==> src/rtl/gnt_lock_mux_if.sv <==
// Port bundle for gnt_lock_mux: requester side, arbiter loop, and the shared output channel.
// The master modport is the mux itself; slave is the surrounding requesters, arbiter and sink.
interface gnt_lock_mux_if #(
    parameter int N = 8,
    parameter int W = 32
);
    localparam int SW = $clog2(N);

    logic [N-1:0]   in_valid;
    logic [N*W-1:0] in_data;
    logic [N-1:0]   in_last;
    logic [N-1:0]   in_ready;
    logic [N-1:0]   arb_req;
    logic [N-1:0]   arb_gnt;
    logic           out_valid;
    logic [W-1:0]   out_data;
    logic           out_last;
    logic [SW-1:0]  out_src;
    logic           out_ready;
    logic           err_gnt;
    logic [15:0]    pkt_cnt;

    modport master (
        input  in_valid, in_data, in_last, arb_gnt, out_ready,
        output in_ready, arb_req, out_valid, out_data, out_last, out_src, err_gnt, pkt_cnt
    );

    modport slave (
        output in_valid, in_data, in_last, arb_gnt, out_ready,
        input  in_ready, arb_req, out_valid, out_data, out_last, out_src, err_gnt, pkt_cnt
    );
endinterface

==> src/rtl/gnt_lock_mux.sv <==
// Latches a one-hot arbiter grant, holds it for a whole packet (ended by last), and
// steers the granted port through a registered valid/ready output stage.
module gnt_lock_mux #(
    parameter int N = 8,
    parameter int W = 32
) (
    input  logic          clk,
    input  logic          rst,
    gnt_lock_mux_if.master bus
);
    localparam int SW = $clog2(N);

    typedef enum logic {
        IDLE,
        LOCK
    } state_t;

    state_t        state_q, state_d;
    logic [SW-1:0] sel_q, sel_d;
    logic [SW-1:0] gnt_idx;
    logic          gnt_onehot, gnt_multi;
    logic          err_d, out_free, xfer;
    logic [N-1:0]  arb_req_d, in_ready_d;

    logic          out_valid_q, out_last_q, err_q;
    logic [W-1:0]  out_data_q;
    logic [SW-1:0] out_src_q;
    logic [15:0]   pkt_cnt_q;

    // OR-reduce the index so a legal one-hot grant decodes without a priority chain.
    always_comb begin
        gnt_idx = '0;
        for (int i = 0; i < N; i++) begin
            if (bus.arb_gnt[i]) gnt_idx = gnt_idx | SW'(i);
        end
        gnt_multi  = (bus.arb_gnt & (bus.arb_gnt - N'(1))) != '0;
        gnt_onehot = (bus.arb_gnt != '0) && !gnt_multi;
    end

    assign out_free = !out_valid_q || bus.out_ready;

    always_comb begin
        // NOTE: every output gets a default before any branch so no path leaves one unassigned and infers a latch.
        state_d    = state_q;
        sel_d      = sel_q;
        err_d      = 1'b0;
        xfer       = 1'b0;
        arb_req_d  = '0;
        in_ready_d = '0;
        if (!rst) begin
            case (state_q)
                IDLE: begin
                    arb_req_d = bus.in_valid;
                    if (gnt_onehot && bus.in_valid[gnt_idx]) begin
                        sel_d   = gnt_idx;
                        state_d = LOCK;
                    end else if (gnt_multi) begin
                        err_d = 1'b1;
                    end
                end
                LOCK: begin
                    in_ready_d[sel_q] = out_free;
                    xfer              = bus.in_valid[sel_q] && out_free;
                    if (xfer && bus.in_last[sel_q]) state_d = IDLE;
                end
            endcase
        end
    end

    always_ff @(posedge clk) begin
        if (rst) begin
            state_q     <= IDLE;
            sel_q       <= '0;
            out_valid_q <= 1'b0;
            out_data_q  <= '0;
            out_last_q  <= 1'b0;
            out_src_q   <= '0;
            err_q       <= 1'b0;
            pkt_cnt_q   <= '0;
        end else begin
            // NOTE: registered state uses non-blocking assignment so every flop samples pre-edge values.
            state_q <= state_d;
            sel_q   <= sel_d;
            err_q   <= err_d;
            if (xfer) begin
                out_valid_q <= 1'b1;
                out_data_q  <= bus.in_data[sel_q*W +: W];
                out_last_q  <= bus.in_last[sel_q];
                out_src_q   <= sel_q;
            end else if (bus.out_ready) begin
                out_valid_q <= 1'b0;
            end
            // Packets are counted on input-side acceptance of the last beat, not on output drain.
            if (xfer && bus.in_last[sel_q]) pkt_cnt_q <= pkt_cnt_q + 16'd1;
        end
    end

    assign bus.arb_req   = arb_req_d;
    assign bus.in_ready  = in_ready_d;
    assign bus.out_valid = out_valid_q;
    assign bus.out_data  = out_data_q;
    assign bus.out_last  = out_last_q;
    assign bus.out_src   = out_src_q;
    assign bus.err_gnt   = err_q;
    assign bus.pkt_cnt   = pkt_cnt_q;
endmodule

==> src/flat_wrapper.sv <==
// flat-port wrapper written by rule: the top's interface ports become plain ports
module gnt_lock_mux_flat 
#(
    parameter int N = 8,
    parameter int W = 32
)
  (clk, rst, bus_in_valid, bus_in_data, bus_in_last, bus_arb_gnt, bus_out_ready, bus_in_ready, bus_arb_req, bus_out_valid, bus_out_data, bus_out_last, bus_out_src, bus_err_gnt, bus_pkt_cnt);
  gnt_lock_mux_if #(.N(N), .W(W)) bus_i ();
  input  logic clk;
  input  logic rst;
  input wire logic [$bits(bus_i.in_valid)-1:0] bus_in_valid;
  input wire logic [$bits(bus_i.in_data)-1:0] bus_in_data;
  input wire logic [$bits(bus_i.in_last)-1:0] bus_in_last;
  input wire logic [$bits(bus_i.arb_gnt)-1:0] bus_arb_gnt;
  input wire logic [$bits(bus_i.out_ready)-1:0] bus_out_ready;
  output wire logic [$bits(bus_i.in_ready)-1:0] bus_in_ready;
  output wire logic [$bits(bus_i.arb_req)-1:0] bus_arb_req;
  output wire logic [$bits(bus_i.out_valid)-1:0] bus_out_valid;
  output wire logic [$bits(bus_i.out_data)-1:0] bus_out_data;
  output wire logic [$bits(bus_i.out_last)-1:0] bus_out_last;
  output wire logic [$bits(bus_i.out_src)-1:0] bus_out_src;
  output wire logic [$bits(bus_i.err_gnt)-1:0] bus_err_gnt;
  output wire logic [$bits(bus_i.pkt_cnt)-1:0] bus_pkt_cnt;
  assign bus_i.in_valid = bus_in_valid;
  assign bus_i.in_data = bus_in_data;
  assign bus_i.in_last = bus_in_last;
  assign bus_i.arb_gnt = bus_arb_gnt;
  assign bus_i.out_ready = bus_out_ready;
  assign bus_in_ready = bus_i.in_ready;
  assign bus_arb_req = bus_i.arb_req;
  assign bus_out_valid = bus_i.out_valid;
  assign bus_out_data = bus_i.out_data;
  assign bus_out_last = bus_i.out_last;
  assign bus_out_src = bus_i.out_src;
  assign bus_err_gnt = bus_i.err_gnt;
  assign bus_pkt_cnt = bus_i.pkt_cnt;
  gnt_lock_mux #(.N(N), .W(W)) u_core (.clk(clk), .rst(rst), .bus(bus_i));
endmodule
==> config.mk <==
export PLATFORM = sky130hd
export DESIGN_NAME = gnt_lock_mux_flat
export DESIGN_NICKNAME = d
export VERILOG_FILES = /design/src/rtl/gnt_lock_mux_if.sv /design/src/rtl/gnt_lock_mux.sv /design/src/flat_wrapper.sv
export SDC_FILE = /design/constraint.sdc
export NUM_CORES = 1
export LEC_CHECK = 0
export CAP_MARGIN = 25
export CORE_AREA = 5 5 136 138
export CTS_CLUSTER_DIAMETER = 120
export DETAILED_ROUTE_END_ITERATION = 12
export DIE_AREA = 0 0 141 143
export PLACE_DENSITY = 0.68
export SYNTH_ARGS = -nofsm -noshare
export SYNTH_HDL_FRONTEND = slang
export SYNTH_SLANG_ARGS = --single-unit
==> constraint.sdc <==
create_clock -name clk -period 2.7 [get_ports clk]
set_clock_uncertainty 0.1 [all_clocks]
set_input_delay 0.405 -clock clk [delete_from_list [all_inputs] [get_ports clk]]
set_output_delay 0.405 -clock clk [all_outputs]
set_load 0.005 [all_outputs]
# Word level (Yosys, flattened, before mapping)
# Cells that the tools add are included.
[word_totals]
input_bits = 283
wordCells = 58
output_inout_bits = 70
register_bits = 58
[classes]
bitwise_logic = 3
n_addsub = 2
n_reduce_logical = 14
n_mux = 27
n_shift = 1
n_lt_le_gt_ge = 3
[op_table]
columns = ["op", "n"]
rows = [
  ["256-bit by 9-bit indexed part select with 32-bit output", 1],
  ["8-bit 2-to-1 mux", 4],
  ["16-bit by 1-bit adder with 16-bit output, second input constant", 1],
  ["8-bit AND", 2],
  ["8-bit nonzero test", 2],
  ["1-bit 2-to-1 mux", 12],
  ["3-bit 2-to-1 mux", 4],
  ["1-bit binary-select mux with 3-bit select", 3],
  ["3-bit by 4-bit less-than comparator with 1-bit output, second input constant", 2],
  ["8-bit by 1-bit subtractor with 8-bit output, second input constant", 1],
  ["1-bit logical AND", 6],
  ["2-bit 2-to-1 mux", 2],
  ["1-bit demux with 3-bit select", 1],
  ["3-bit by 1-bit greater-or-equal comparator with 1-bit output, second input constant", 1],
  ["3-bit OR reduction", 1],
  ["1-bit logical NOT", 2],
  ["1-bit one-hot mux with 2 select lines", 1],
  ["2-bit AND reduction", 1],
  ["2-bit nonzero test", 1],
  ["1-bit logical OR", 1],
  ["1-bit inverter", 1],
]

# Longest topological paths before layout
[logic_depth]
ltp_word = 12
depth_mapped = 9

# Worst setup path before layout
# No wires, ideal clock.
[synth_timing]
path_type = "input-to-reg"
from = "input bus_arb_gnt[7]"
to = "register u_core.sel_q[0]"
cell_stages = 5
required_time_ps = 2477
setup_slack_ps = 436
arrival_time_ps = 2041
path_cell_list = "or4_4 mux4_2 and2_4 o21ai_2 mux2_1"
[synth_via]
elab_chain_cells = 7
elab_cells_between_ends = 11
[synth_lines]
columns = ["element", "line", "rtl"]
rows = [
  ["start: declaration", "flat_wrapper.sv:14", "input wire logic [$bits(bus_i.arb_gnt)-1:0] bus_arb_gnt;"],
  ["8-bit by 1-bit subtractor with 8-bit output", "gnt_lock_mux.sv:36", "gnt_multi = (bus.arb_gnt & (bus.arb_gnt - N'(1))) != '0;"],
  ["8-bit AND", "gnt_lock_mux.sv:36", ""],
  ["8-bit nonzero test", "gnt_lock_mux.sv:36", ""],
  ["1-bit logical NOT", "gnt_lock_mux.sv:37", "gnt_onehot = (bus.arb_gnt != '0) && !gnt_multi;"],
  ["1-bit logical AND", "gnt_lock_mux.sv:37", ""],
  ["1-bit logical AND", "gnt_lock_mux.sv:54", "if (gnt_onehot && bus.in_valid[gnt_idx]) begin"],
  ["2-bit AND reduction (no source line)", "-", ""],
  ["end signal: assignment", "gnt_lock_mux.sv:83", "sel_q <= sel_d;"],
  ["end: declaration", "gnt_lock_mux.sv:19", "logic [SW-1:0] sel_q, sel_d;"],
]
# Parallel ways exist; a longest one is shown, timed or not. The select of a mux whose other input is x is not followed.
# A chain may end at the register's enable or synchronous reset.

# Worst setup path in the final report
[layout_timing]
from = "input bus_out_ready"
to = "output bus_in_ready[5]"
[layout_via]
elab_chain_cells = 4
[layout_lines]
columns = ["element", "line", "rtl"]
rows = [
  ["start: declaration", "flat_wrapper.sv:15", "input wire logic [$bits(bus_i.out_ready)-1:0] bus_out_ready;"],
  ["1-bit logical OR", "gnt_lock_mux.sv:40", "assign out_free = !out_valid_q || bus.out_ready;"],
  ["8-bit AND (no source line)", "-", ""],
  ["8-bit 2-to-1 mux", "gnt_lock_mux.sv:51", "case (state_q)"],
  ["8-bit 2-to-1 mux", "gnt_lock_mux.sv:50", "if (!rst) begin"],
  ["end: declaration", "flat_wrapper.sv:16", "output wire logic [$bits(bus_i.in_ready)-1:0] bus_in_ready;"],
]
# No other way between the ends.

==> results_tabular.tex <==
\begin{tabular}{lr}
\hline
Metric & Value \\
\hline
\multicolumn{2}{l}{\textbf{Status}} \\
Outcome & completed \\
\multicolumn{2}{l}{\textbf{Synth}} \\
Average cell area after synthesis & 7.90 um\^{}2 \\
Number of enable flip-flop cells after synthesis & 0 \\
Cell type contributing the most total cell area after synthesis & dfxtp\_1 \\
Count leader, synth & nor2\_1 \\
Nets in the synthesized netlist & 886 \\
Synth top cells by count & nor2\_1 (67), dfxtp\_1 (58), mux2\_2 (56), mux2i\_1 (52), a22oi\_1 (45) \\
Share of the synthesized area in the top cell type & 24.4\% \\
Async set-or-reset flop fraction in the synthesized netlist & 0\% \\
Count of synthesis-stage warnings from yosys & 0 \\
Top cells by area in the synthesized netlist & dfxtp\_1 (24\%), mux2\_2 (13\%), mux2i\_1 (11\%), a22oi\_1 (7.1\%), nor2\_1 (5.3\%) \\
Most frequently used flop master after synthesis & dfxtp\_1 \\
Register area share after synthesis & 24.4\% \\
Count of cell types in the netlist & 49 \\
Post-synthesis instance area & 4750 um\^{}2 \\
Number of instances in the synthesized netlist & 602 \\
Number of register bits inferred by synthesis & 58 \\
\multicolumn{2}{l}{\textbf{Clocking}} \\
TritonCTS clock tree & done \\
Clock Sink Count & 58 \\
Clock buffer depth & 2 \\
CTS buffer count & 9 \\
Number of buffers added to fix hold violations after cts & 0 \\
Worst-path clk slew & 0.05 ns \\
H-tree levels & 3 \\
Clock latency on the worst-skew pair & 0.33 ns \\
Buffers inserted by post-CTS timing repair & 0 \\
Clock Tree Root & clkbuf\_16 \\
\multicolumn{2}{l}{\textbf{Worst setup path}} \\
Depth of the most critical reg-to-reg path & 6 \\
Required time worst endpoint & 2.19 ns \\
Worst R2R Start & u\_core.sel\_q[0] \\
CP Capture Type & primary output \\
Top fanout value on the critical path & 5 \\
Register-to-register path setup slack & 0.31 ns \\
Crit Path Category & in2out \\
Kind of start point of the critical path & input pin \\
Data arrival at the endpoint of the critical path & 2.08 ns \\
Reg2reg end & u\_core.bus.out\_data[0] \\
\multicolumn{2}{l}{\textbf{Timing}} \\
Minimum clock period after layout & 2.58 ns \\
Max-slew violation total from the final report & 0 \\
Final setup fails & 0 \\
Transition time at the pin with the least slew margin & 0.579 ns \\
Slew Limit Headroom & 61.3\% \\
RSZ-0062 raised after global routing & no \\
Final clock period utilization by the worst path & 95.6\% \\
Hold violation total from the final report & 0 \\
Setup Total Neg Slack & 0 ns \\
Highest clock frequency the design can meet & 387 MHz \\
\multicolumn{2}{l}{\textbf{Min path}} \\
Hold WC Path Type & in2reg \\
Hold Startpoint & rst \\
Hold depth & 2 \\
Terminating pin of the worst hold path & u\_core.state\_q \\
\multicolumn{2}{l}{\textbf{Global route}} \\
Total grt overflow & 0 \\
Antenna violations before repair & 0 \\
First-pass GRT wire length & 33,500 um \\
GRT Util Overall & 21.5\% \\
Maximum number of pins on one net before global-route repair & 70 \\
Vias in the first global route & 5,831 \\
\multicolumn{2}{l}{\textbf{Routing}} \\
Drt first-iter violations & 351 \\
Post-Route WL & 23,100 um \\
Iteration count of the initial detailed-routing pass & 6 \\
Via Count & 5,890 \\
Number of antenna-violating nets in the routed design & 0 \\
WL per Instance & 19.7 um \\
Final routed DRC violation total & 0 \\
Drt via density & 5.03 \\
\multicolumn{2}{l}{\textbf{Floorplan}} \\
Die Footprint & 20,200 um\^{}2 \\
Standard cell core area & 17,100 um\^{}2 \\
Cell Rows & 48 \\
Die X-Extent & 141 um \\
Starting utilization of the core area & 27.9\% \\
Die Y-Extent & 143 um \\
Count of pins on the block boundary & 353 \\
\multicolumn{2}{l}{\textbf{Place}} \\
Final HPWL DP & 18,800 um \\
Placed instance count & 1,157 \\
Number of buffers added on ports & 352 \\
Placed cell area & 8620 um\^{}2 \\
Placer Congestion & 0.899 \\
\multicolumn{2}{l}{\textbf{Power and ir drop}} \\
Worst VDD drop & 0.000310 V \\
Pwr/cell area & 290 nW/um\^{}2 \\
Static leakage & 2.95 nW \\
\multicolumn{2}{l}{\textbf{Final layout}} \\
Final instance area & 8910 um\^{}2 \\
Post-layout nets & 1,227 \\
Cell Count, Final, Fillers Out & 1,172 \\
Antenna diode instance count & 0 \\
Proportion of layout cells with a drive suffix above 1 & 12.9\% \\
Post-layout util & 52.3\% \\
Layout-stage area growth over the synthesis result & 87.5\% \\
Number of filler instances in the final layout & 1,659 \\
\multicolumn{2}{l}{\textbf{Job}} \\
Number of max-cap violations & 0 \\
\hline
\end{tabular}
cells by family (layout without fill, tap and decap cells):
logic type	count (synthesis)	after routing	synth area share, %
simple gates	208	208	21.0
buf+inv	60	405	5.34
fa+ha+maj	1	1	0.263
compound gates	165	165	24.0
mux	110	110	24.9
flops	58	58	24.4
metrics by stage:
step           setup WS [ns]  power (mW)  hold WS (ns)
2_1_floorplan          0.436        1.04         0.353
3_3_place_gp         -0.0236        1.53         0.344
3_5_place_dp         -0.0692        1.54         0.349
4_1_cts               0.0405        2.62         0.282
5_1_grt               0.0447        2.70         0.303
6_report               0.119        2.58         0.284
critical path, cell delays in order:
cell and delay [ns]:
clkdlybuf4s50_1 0.46, nand2b_1 0.19, nand3_2 0.19, nor4b_1 0.27, clkdlybuf4s50_1 0.55
worst max path at each step:
stage / slack (ns) / depth (start not counted) / from / end
6_report: 0.12 / 5 / bus_out_ready / bus_in_ready[5]
3_3_place_gp: -0.02 / 6 / bus_arb_gnt[2] / u_core.sel_q[0]
2_1_floorplan: 0.44 / 5 / bus_arb_gnt[7] / u_core.sel_q[0]
5_1_grt: 0.04 / 5 / bus_out_ready / bus_in_ready[5]
4_1_cts: 0.04 / 5 / bus_out_ready / bus_in_ready[2]
3_5_place_dp: -0.07 / 6 / bus_arb_gnt[2] / u_core.sel_q[0]
layout by cell type, fill, tap and decap left out, types with 3 or more instances in the layout:
master / count
nor3_1: 40
dfxtp_1: 55
and3_1: 4
a2bb2oi_1: 9
o22ai_1: 26
o311ai_0: 5
mux2_2: 56
nand4_1: 3
mux2i_1: 52
a21oi_1: 28
nor2b_1: 5
clkdlybuf4s50_1: 351
nand2_1: 41
or4_1: 11
o21ai_0: 17
o31ai_1: 7
clkbuf_16: 10
and2_1: 11
a311oi_1: 9
buf_4: 33
a211oi_1: 8
nor2_1: 66
nand3_1: 7
dfxtp_4: 3
a22oi_1: 45
nor4_1: 5
registers in the layout (all words and copies together), names as in the netlist:
signal	cells
u_core.bus.err_gnt	1
u_core.bus.out_data	32
u_core.bus.out_last	1
u_core.bus.out_src	3
u_core.bus.out_valid	1
u_core.bus.pkt_cnt	16
u_core.sel_q	3
u_core.state_q	1
layer usage:
| layer | GRT usage (%) | part of all wire (%) | vias up |
|---|---|---|---|
| met5 | 0 | 0 | - |
| met4 | 6.43 | 1.9 | 0 |
| met3 | 4.66 | 6.8 | 24 |
| met2 | 36.5 | 49 | 206 |
| met1 | 27.5 | 42 | 2692 |
| li1 | - | - | 2968 |
layout make-up:
class	instances	area (um^2)	share of cell area, %
Timing Repair Buffer	387	3810	42.7
Multi-Input combinational cell	484	3360	37.7
Sequential cell	58	1170	13.2
Tap cell	225	282	3.16
Clock buffer	13	272	3.05
Inverter	3	11.3	0.126
Clock inverter	2	10.0	0.112
timing repair:
action / CTS / global route
endpoints found under the setup margin: 1 / 4
pin swaps: 0 / 0
gates resized for setup: 1 / 2
hold endpoints to repair: 0 / 0
power by group:
part           switching, mW  internal, mW
logic                  0.187         0.474
clock network          0.371         0.692
registers            0.00308         0.857
total                  0.561          2.02
Power figures use the tool's default switching activity.
